===== config.mk =====
export PLATFORM = sky130hd
export DESIGN_NAME = exception_ctrl_flat
export DESIGN_NICKNAME = d
export VERILOG_FILES = /design/src/rtl/exception_ctrl_pkg.sv /design/src/rtl/exception_ctrl_if.sv /design/src/rtl/sat_counter.sv /design/src/rtl/exception_ctrl.sv /design/src/flat_wrapper.sv
export SDC_FILE = /design/constraint.sdc
export NUM_CORES = 1
export LEC_CHECK = 0
export BUFFER_PORTS_ARGS = -buffer_cell sky130_fd_sc_hd__buf_4
export CORE_MARGIN = 8
export CORE_UTILIZATION = 40
export DETAILED_ROUTE_END_ITERATION = 12
export GPL_ROUTABILITY_DRIVEN = 0
export PLACE_DENSITY_LB_ADDON = 0.25
export SYNTH_ARGS = -nofsm -noshare
export SYNTH_HDL_FRONTEND = slang
export SYNTH_SLANG_ARGS = --single-unit

===== constraint.sdc =====
create_clock -name clk -period 3.62 [get_ports clk]
set_input_delay 0.181 -clock clk [delete_from_list [all_inputs] [get_ports clk]]
set_output_delay 0.181 -clock clk [all_outputs]
set_load 0.01 [all_outputs]

===== src/rtl/exception_ctrl_pkg.sv =====
// Shared types and constants for the LEGv8 exception sequencer.
// Holds the state encoding, the ESR syndrome codes and the default vector address.
package exception_ctrl_pkg;

    localparam logic [1:0] S_RUN     = 2'd0;
    localparam logic [1:0] S_TAKE    = 2'd1;
    localparam logic [1:0] S_HANDLER = 2'd2;
    localparam logic [1:0] S_HALT    = 2'd3;

    typedef enum logic [1:0] {
        RUN     = S_RUN,
        TAKE    = S_TAKE,
        HANDLER = S_HANDLER,
        HALT    = S_HALT
    } state_t;

    localparam logic [3:0] ESR_IRQ     = 4'b0001;
    localparam logic [3:0] ESR_UNDEF   = 4'b0010;
    localparam logic [3:0] ESR_BADERET = 4'b0100;
    localparam logic [3:0] ESR_DFAULT  = 4'b1000;

    localparam logic [63:0] DEF_VECTOR_ADDR = 64'h0000_0000_0000_00D8;

endpackage


===== src/rtl/exception_ctrl_if.sv =====
// Decoder-to-exception-controller bundle: decode flags in, redirect/flush/syndrome out.
// The master side is the decode stage, the slave side is exception_ctrl.
interface exception_ctrl_if #(
    parameter int CNT_W = 8
);
    logic             instr_valid;
    logic [63:0]      pc_d;
    logic             NotAnInstr;
    logic             ERet;
    logic             ExtIRQ;
    logic             ExtIAck;
    logic             Exc;
    logic [63:0]      exc_vector;
    logic             EretTaken;
    logic [63:0]      ELR;
    logic [3:0]       ESR;
    logic             in_handler;
    logic             Halted;
    logic [CNT_W-1:0] exc_count;

    modport master (
        output instr_valid, pc_d, NotAnInstr, ERet, ExtIRQ,
        input  ExtIAck, Exc, exc_vector, EretTaken, ELR, ESR,
               in_handler, Halted, exc_count
    );

    modport slave (
        input  instr_valid, pc_d, NotAnInstr, ERet, ExtIRQ,
        output ExtIAck, Exc, exc_vector, EretTaken, ELR, ESR,
               in_handler, Halted, exc_count
    );

endinterface


===== src/rtl/sat_counter.sv =====
// Saturating up-counter with synchronous enable and asynchronous active-low clear.
// Latency: count visible the cycle after i_en; holds at all-ones; no backpressure.
module sat_counter #(
    parameter int W = 8
) (
    input  logic         clk,
    input  logic         clr_n,
    input  logic         i_en,
    output logic [W-1:0] o_cnt
);

    logic [W-1:0] r_cnt;

    always_ff @(posedge clk or negedge clr_n) begin
        if (!clr_n) begin
            r_cnt <= '0;
        end else if (i_en && (r_cnt != {W{1'b1}})) begin
            r_cnt <= r_cnt + W'(1);
        end
    end

    assign o_cnt = r_cnt;

endmodule


===== src/rtl/exception_ctrl.sv =====
// Exception/interrupt sequencer downstream of the decoder; single handler level.
// Latency: event in decode at N -> Exc/ExtIAck at N+1, in_handler from N+2.
// Backpressure: none; a fault inside the handler parks the core in HALT until reset.
module exception_ctrl
    import exception_ctrl_pkg::*;
#(
    parameter logic [63:0] VECTOR_ADDR = DEF_VECTOR_ADDR,
    parameter int          CNT_W       = 8
) (
    input  logic              clk,
    input  logic              reset,
    exception_ctrl_if.slave   bus
);

    state_t      r_state;
    state_t      w_state_nxt;
    logic [63:0] r_elr;
    logic [63:0] w_elr_nxt;
    logic [3:0]  r_esr;
    logic [3:0]  w_esr_nxt;
    logic        r_exc;
    logic        r_iack;
    logic        r_eret;
    logic        r_in_handler;
    logic        r_halted;
    logic        w_take;
    logic        w_iack_nxt;
    logic        w_eret_nxt;
    logic        w_undef;
    logic        w_eret_req;
    logic [CNT_W-1:0] w_cnt;

    // Decoder events only count for a real instruction; the IRQ line does not.
    assign w_undef    = bus.instr_valid & bus.NotAnInstr;
    assign w_eret_req = bus.instr_valid & bus.ERet;

    always_comb begin
        w_state_nxt = r_state;
        w_elr_nxt   = r_elr;
        w_esr_nxt   = r_esr;
        w_take      = 1'b0;
        w_iack_nxt  = 1'b0;
        w_eret_nxt  = 1'b0;
        case (r_state)
            RUN: begin
                if (w_undef) begin
                    w_take    = 1'b1;
                    w_elr_nxt = bus.pc_d;
                    w_esr_nxt = ESR_UNDEF;
                end else if (w_eret_req) begin
                    w_take    = 1'b1;
                    w_elr_nxt = bus.pc_d;
                    w_esr_nxt = ESR_BADERET;
                end else if (bus.ExtIRQ) begin
                    w_take     = 1'b1;
                    w_iack_nxt = 1'b1;
                    w_elr_nxt  = bus.pc_d;
                    w_esr_nxt  = ESR_IRQ;
                end
            end
            // Decode is being flushed here, so its flags are not looked at.
            TAKE: w_state_nxt = HANDLER;
            HANDLER: begin
                if (w_eret_req) begin
                    w_state_nxt = RUN;
                    w_eret_nxt  = 1'b1;
                end else if (w_undef) begin
                    w_state_nxt = HALT;
                    w_esr_nxt   = ESR_DFAULT;
                end
            end
            HALT:    w_state_nxt = HALT;
            default: w_state_nxt = RUN;
        endcase
        if (w_take) begin
            w_state_nxt = TAKE;
        end
    end

    always_ff @(posedge clk or negedge reset) begin
        if (!reset) begin
            r_state      <= RUN;
            r_elr        <= '0;
            r_esr        <= '0;
            r_exc        <= 1'b0;
            r_iack       <= 1'b0;
            r_eret       <= 1'b0;
            r_in_handler <= 1'b0;
            r_halted     <= 1'b0;
        end else begin
            r_state      <= w_state_nxt;
            r_elr        <= w_elr_nxt;
            r_esr        <= w_esr_nxt;
            r_exc        <= w_take;
            r_iack       <= w_iack_nxt;
            r_eret       <= w_eret_nxt;
            r_in_handler <= (w_state_nxt == HANDLER);
            r_halted     <= (w_state_nxt == HALT);
        end
    end

    // Counts on entry to TAKE so exc_count moves in the same cycle Exc shows.
    sat_counter #(
        .W(CNT_W)
    ) u_exc_cnt (
        .clk   (clk),
        .clr_n (reset),
        .i_en  (w_take),
        .o_cnt (w_cnt)
    );

    assign bus.Exc        = r_exc;
    assign bus.ExtIAck    = r_iack;
    assign bus.EretTaken  = r_eret;
    assign bus.ELR        = r_elr;
    assign bus.ESR        = r_esr;
    assign bus.in_handler = r_in_handler;
    assign bus.Halted     = r_halted;
    assign bus.exc_vector = VECTOR_ADDR;
    assign bus.exc_count  = w_cnt;

endmodule


===== src/flat_wrapper.sv =====
// flat-port wrapper written by rule: the top's interface ports become plain ports
module exception_ctrl_flat import exception_ctrl_pkg::*;
#(
    parameter logic [63:0] VECTOR_ADDR = DEF_VECTOR_ADDR,
    parameter int          CNT_W       = 8
)
  (clk, reset, bus_instr_valid, bus_pc_d, bus_NotAnInstr, bus_ERet, bus_ExtIRQ, bus_ExtIAck, bus_Exc, bus_exc_vector, bus_EretTaken, bus_ELR, bus_ESR, bus_in_handler, bus_Halted, bus_exc_count);
  exception_ctrl_if #(.CNT_W(CNT_W)) bus_i ();
  input  logic clk;
  input  logic reset;
  input wire logic [$bits(bus_i.instr_valid)-1:0] bus_instr_valid;
  input wire logic [$bits(bus_i.pc_d)-1:0] bus_pc_d;
  input wire logic [$bits(bus_i.NotAnInstr)-1:0] bus_NotAnInstr;
  input wire logic [$bits(bus_i.ERet)-1:0] bus_ERet;
  input wire logic [$bits(bus_i.ExtIRQ)-1:0] bus_ExtIRQ;
  output wire logic [$bits(bus_i.ExtIAck)-1:0] bus_ExtIAck;
  output wire logic [$bits(bus_i.Exc)-1:0] bus_Exc;
  output wire logic [$bits(bus_i.exc_vector)-1:0] bus_exc_vector;
  output wire logic [$bits(bus_i.EretTaken)-1:0] bus_EretTaken;
  output wire logic [$bits(bus_i.ELR)-1:0] bus_ELR;
  output wire logic [$bits(bus_i.ESR)-1:0] bus_ESR;
  output wire logic [$bits(bus_i.in_handler)-1:0] bus_in_handler;
  output wire logic [$bits(bus_i.Halted)-1:0] bus_Halted;
  output wire logic [$bits(bus_i.exc_count)-1:0] bus_exc_count;
  assign bus_i.instr_valid = bus_instr_valid;
  assign bus_i.pc_d = bus_pc_d;
  assign bus_i.NotAnInstr = bus_NotAnInstr;
  assign bus_i.ERet = bus_ERet;
  assign bus_i.ExtIRQ = bus_ExtIRQ;
  assign bus_ExtIAck = bus_i.ExtIAck;
  assign bus_Exc = bus_i.Exc;
  assign bus_exc_vector = bus_i.exc_vector;
  assign bus_EretTaken = bus_i.EretTaken;
  assign bus_ELR = bus_i.ELR;
  assign bus_ESR = bus_i.ESR;
  assign bus_in_handler = bus_i.in_handler;
  assign bus_Halted = bus_i.Halted;
  assign bus_exc_count = bus_i.exc_count;
  exception_ctrl #(.VECTOR_ADDR(VECTOR_ADDR), .CNT_W(CNT_W)) u_core (.clk(clk), .reset(reset), .bus(bus_i));
endmodule

==> flow_summary_export.csv <==
group,metric,value,unit
outcome,status,"completed",
clocking,cts_made_buffers,9,
critical_path,r2r_slack,1370,ps
placed_design,place_ws,1260,ps
critical_path,cpPeakStageDelay,480,ps
job,maxCapViolations,0,
clocking,htreeDepth,3,
logic_synthesis,seq_area_frac_synth,0.556,
timing,grt_setup_unrepaired,"false",
clocking,cts-root-buf,"clkbuf_8",
logic_synthesis,synth.distinct_cells,30,
placed_design,port-buffer-count,150,
critical_path,cp.required,3900,ps
critical_path,critPathBufInv,2,
pwr,vdd_drop_max,353,uV
critical_path,ff2ff_path_depth,6,
detailed_routing,drt_iter0_markers,147,
timing,fmax,444,MHz
timing,finalMaxSlewViolations,0,
critical_path,critPathTopFamily,"buffers and inverters",
detailed_routing,antenna_left,0,
logic_synthesis,synth_area,0.00373,mm^2
logic_synthesis,synth_warnings,0,
clocking,clock_latency,340,ps
die,die-area,0.0127,mm^2
timing,setup_viol,0,
timing,min_period,2250,ps
logic_synthesis,synth-seq-cells,83,
logic_synthesis,syn_inst,411,
critical_path,crit_top_cell,"nand2_1",
pwr,power.leakage,2.80,nW
critical_path,crit_chain,"nor2_1 -> o21ai_4 -> inv_2 -> buf_4 -> nand2_1 -> nand2_1",
clocking,tritoncts,"built",
timing,worst_clock_skew,13.5,ps
critical_path,criticalPathCategory,"register to register",
die,fp.dieW,113,um
grt,grt_pass1_vias,3032,
grt,grt_max_degree,84,
timing,max-slew-margin-rel,0.304,
critical_path,crit_fanout,40,
cells_and_area,antenna_cells,0,
timing,max_slew.worst_pin.slew,1040,ps
clocking,clk_pin_slew_worst_paths,90,ps
grt,grt_pass1_wl,14900,um
critical_path,arrival,2530,ps
detailed_routing,finalWirelength,9400,um
detailed_routing,drc,0,
grt,grt_overflow_total,0,
detailed_routing,dr_total_vias,2913,
die,fp-row-count,35,
detailed_routing,detail_route.vias_per_cell,4.28,
placed_design,dp.cells,658,
timing,worst_slack,1370,ps
cells_and_area,fin_cells,680,
clocking,cts-resized-gates,0,
grt,grt_usage,0.145,
min_path,min_path_type,"input pin to asynchronous set/reset pin",
cells_and_area,area_delta_synth_final,32.3,%
critical_path,end_kind,"register",
detailed_routing,firstDrtPassIters,4,
grt,antenna_found_initial,0,
timing,hold_slack,7.30,ps
detailed_routing,wl_per_cell,13.8,um
pwr,p_per_area,790,mW/mm^2
logic_synthesis,syn_area_per_cell,9.08,um^2
timing,fin_crit_sh,0.622,
die,io_pins,215,
die,start_util,0.408,
critical_path,cp-start-kind,"register",
critical_path,r2r_end,"u_core.bus.ELR[3]$_DFFE_PN0P_",
critical_path,r2r-start,"u_core.r_state[0]$_DFF_PN0_",
cells_and_area,drive_gt1_frac,0.304,
timing,hold_violations,0,
placed_design,dpl.hpwl,6970,um
cells_and_area,fin_nets,635,
clocking,clock_sinks,83,
die,die_h,113,um
clocking,clockBufferDepth,2,
die,core_area,0.00915,mm^2
timing,fin_tns_setup,0,ps
critical_path,cp_slowest_cell,"inv_2",
pwr,finalPower,3.90,mW
cells_and_area,nFillCells,879,
## Yosys cell counts (all sizes together)
cell type  count  area, um^2
a21o           3        22.5
a21oi          3        15.0
a32o           1        10.0
a41oi          1        8.76
and4           1        8.76
buf           76         578
clkbuf         2        7.51
conb           2        7.51
dfrtp         83        2080
ha             1        12.5
inv            3        11.3
mux2           3        33.8
mux2i          2        20.0
nand2        203         762
nand2b         3        18.8
nand3          2        10.0
nand4          2        12.5
nor2           7        26.3
nor4           3        18.8
o21a           2        15.0
o21ai          3        18.8
o21bai         1        7.51
o31ai          1        7.51
or2            1        6.26
xnor2          1        8.76
xor2           1        8.76
## layer usage
layer  vias up  routed length (um)  global-route usage
li1       1447                   -                   -
met1      1342                3660               0.157
met2       115                4860               0.256
met3         9                 740              0.0494
met4         0                 138              0.0531
met5         -                   0                   0
## worst max-delay path by stage
| stage | startpoint | to | slack [ps] | depth (start not counted) |
|---|---|---|---|---|
| finish | u_core.r_state[0]$_DFF_PN0_ | u_core.bus.ELR[3]$_DFFE_PN0P_ | 1370 | 6 |
| detailed placement | bus_ERet | u_core.r_state[0]$_DFF_PN0_ | 1260 | 6 |
| global placement | bus_ERet | u_core.r_state[0]$_DFF_PN0_ | 1290 | 6 |
| CTS | u_core.r_state[0]$_DFF_PN0_ | u_core.bus.ELR[3]$_DFFE_PN0P_ | 1310 | 6 |
| floorplan | u_core.u_exc_cnt.o_cnt[0]$_DFFE_PN0P_ | u_core.u_exc_cnt.o_cnt[1]$_DFFE_PN0P_ | 2140 | 5 |
| global route | u_core.r_state[0]$_DFF_PN0_ | u_core.bus.ELR[3]$_DFFE_PN0P_ | 1060 | 6 |
## placed cells by master (no fill, tap or decap)
| cell | n |
|---|---|
| a21o_1 | 3 |
| a21oi_1 | 3 |
| a32o_1 | 1 |
| a41oi_1 | 1 |
| and4_1 | 1 |
| buf_4 | 152 |
| bufinv_16 | 1 |
| clkbuf_8 | 11 |
| clkinv_4 | 1 |
| clkinvlp_4 | 3 |
| conb_1 | 64 |
| dfrtp_1 | 83 |
| dlygate4sd3_1 | 6 |
| ha_1 | 1 |
| inv_1 | 2 |
| inv_2 | 1 |
| mux2_2 | 3 |
| mux2i_1 | 2 |
| nand2_1 | 203 |
| nand2b_1 | 3 |
| nand3_1 | 2 |
| nand4_1 | 2 |
| nor2_1 | 7 |
| nor4_1 | 3 |
| o21a_1 | 2 |
| o21ai_0 | 2 |
| o21ai_4 | 1 |
| o21bai_1 | 1 |
| o31ai_1 | 1 |
| or2_1 | 1 |
| xnor2_1 | 1 |
| xor2_1 | 1 |
## power by group
group / internal [mW] / switching (mW)
combinational: 0.778 / 0.841
clock: 0.358 / 0.334
sequential: 1.34 / 0.252
total: 2.48 / 1.43
## registers in the layout, indices dropped and copies added (netlist names)
name and count:
u_core.bus.ExtIAck 1, u_core.r_state 2, u_core.bus.EretTaken 1, u_core.u_exc_cnt.o_cnt 8
u_core.bus.ESR 4, u_core.bus.ELR 64, u_core.bus.in_handler 1, u_core.bus.Halted 1
u_core.bus.Exc 1
## logic make-up (layout without fill, tap and decap cells)
group	count (synthesis)	in the layout	synth area share
adder cells (fa/ha/maj)	1	1	0.00335
multiplexers	5	5	0.0144
flip-flops	83	83	0.556
AND/OR/NAND/NOR	222	222	0.231
AO/OA/AOI/OAI	15	15	0.0281
XOR/XNOR	2	2	0.00469
other	2	64	0.00201
buffers and inverters	81	177	0.160
## repair_timing
action	4_1_cts	5_1_grt
hold endpoints to repair	6	0
buffers inserted	0	0
hold buffers	6	0
## layout make-up
class                   count  area, um^2  share of cell area
flip-flops and latches     83        2080               0.420
multi-input cells         309        1300               0.263
repair buffers            158        1200               0.243
clock buffers              11         151              0.0306
well taps                 111         139              0.0281
clock inverters             5        61.3              0.0124
inverters                   3        11.3             0.00228
## stage by stage
step / instance area [um^2] / util
after floorplan: 3970 / -
after global placement: 4670 / 0.510
after detailed placement: 4670 / 0.510
after CTS: 4940 / 0.540
after global routing: 4940 / 0.540
final: 4940 / 0.540
Power figures use the tool's default switching activity.
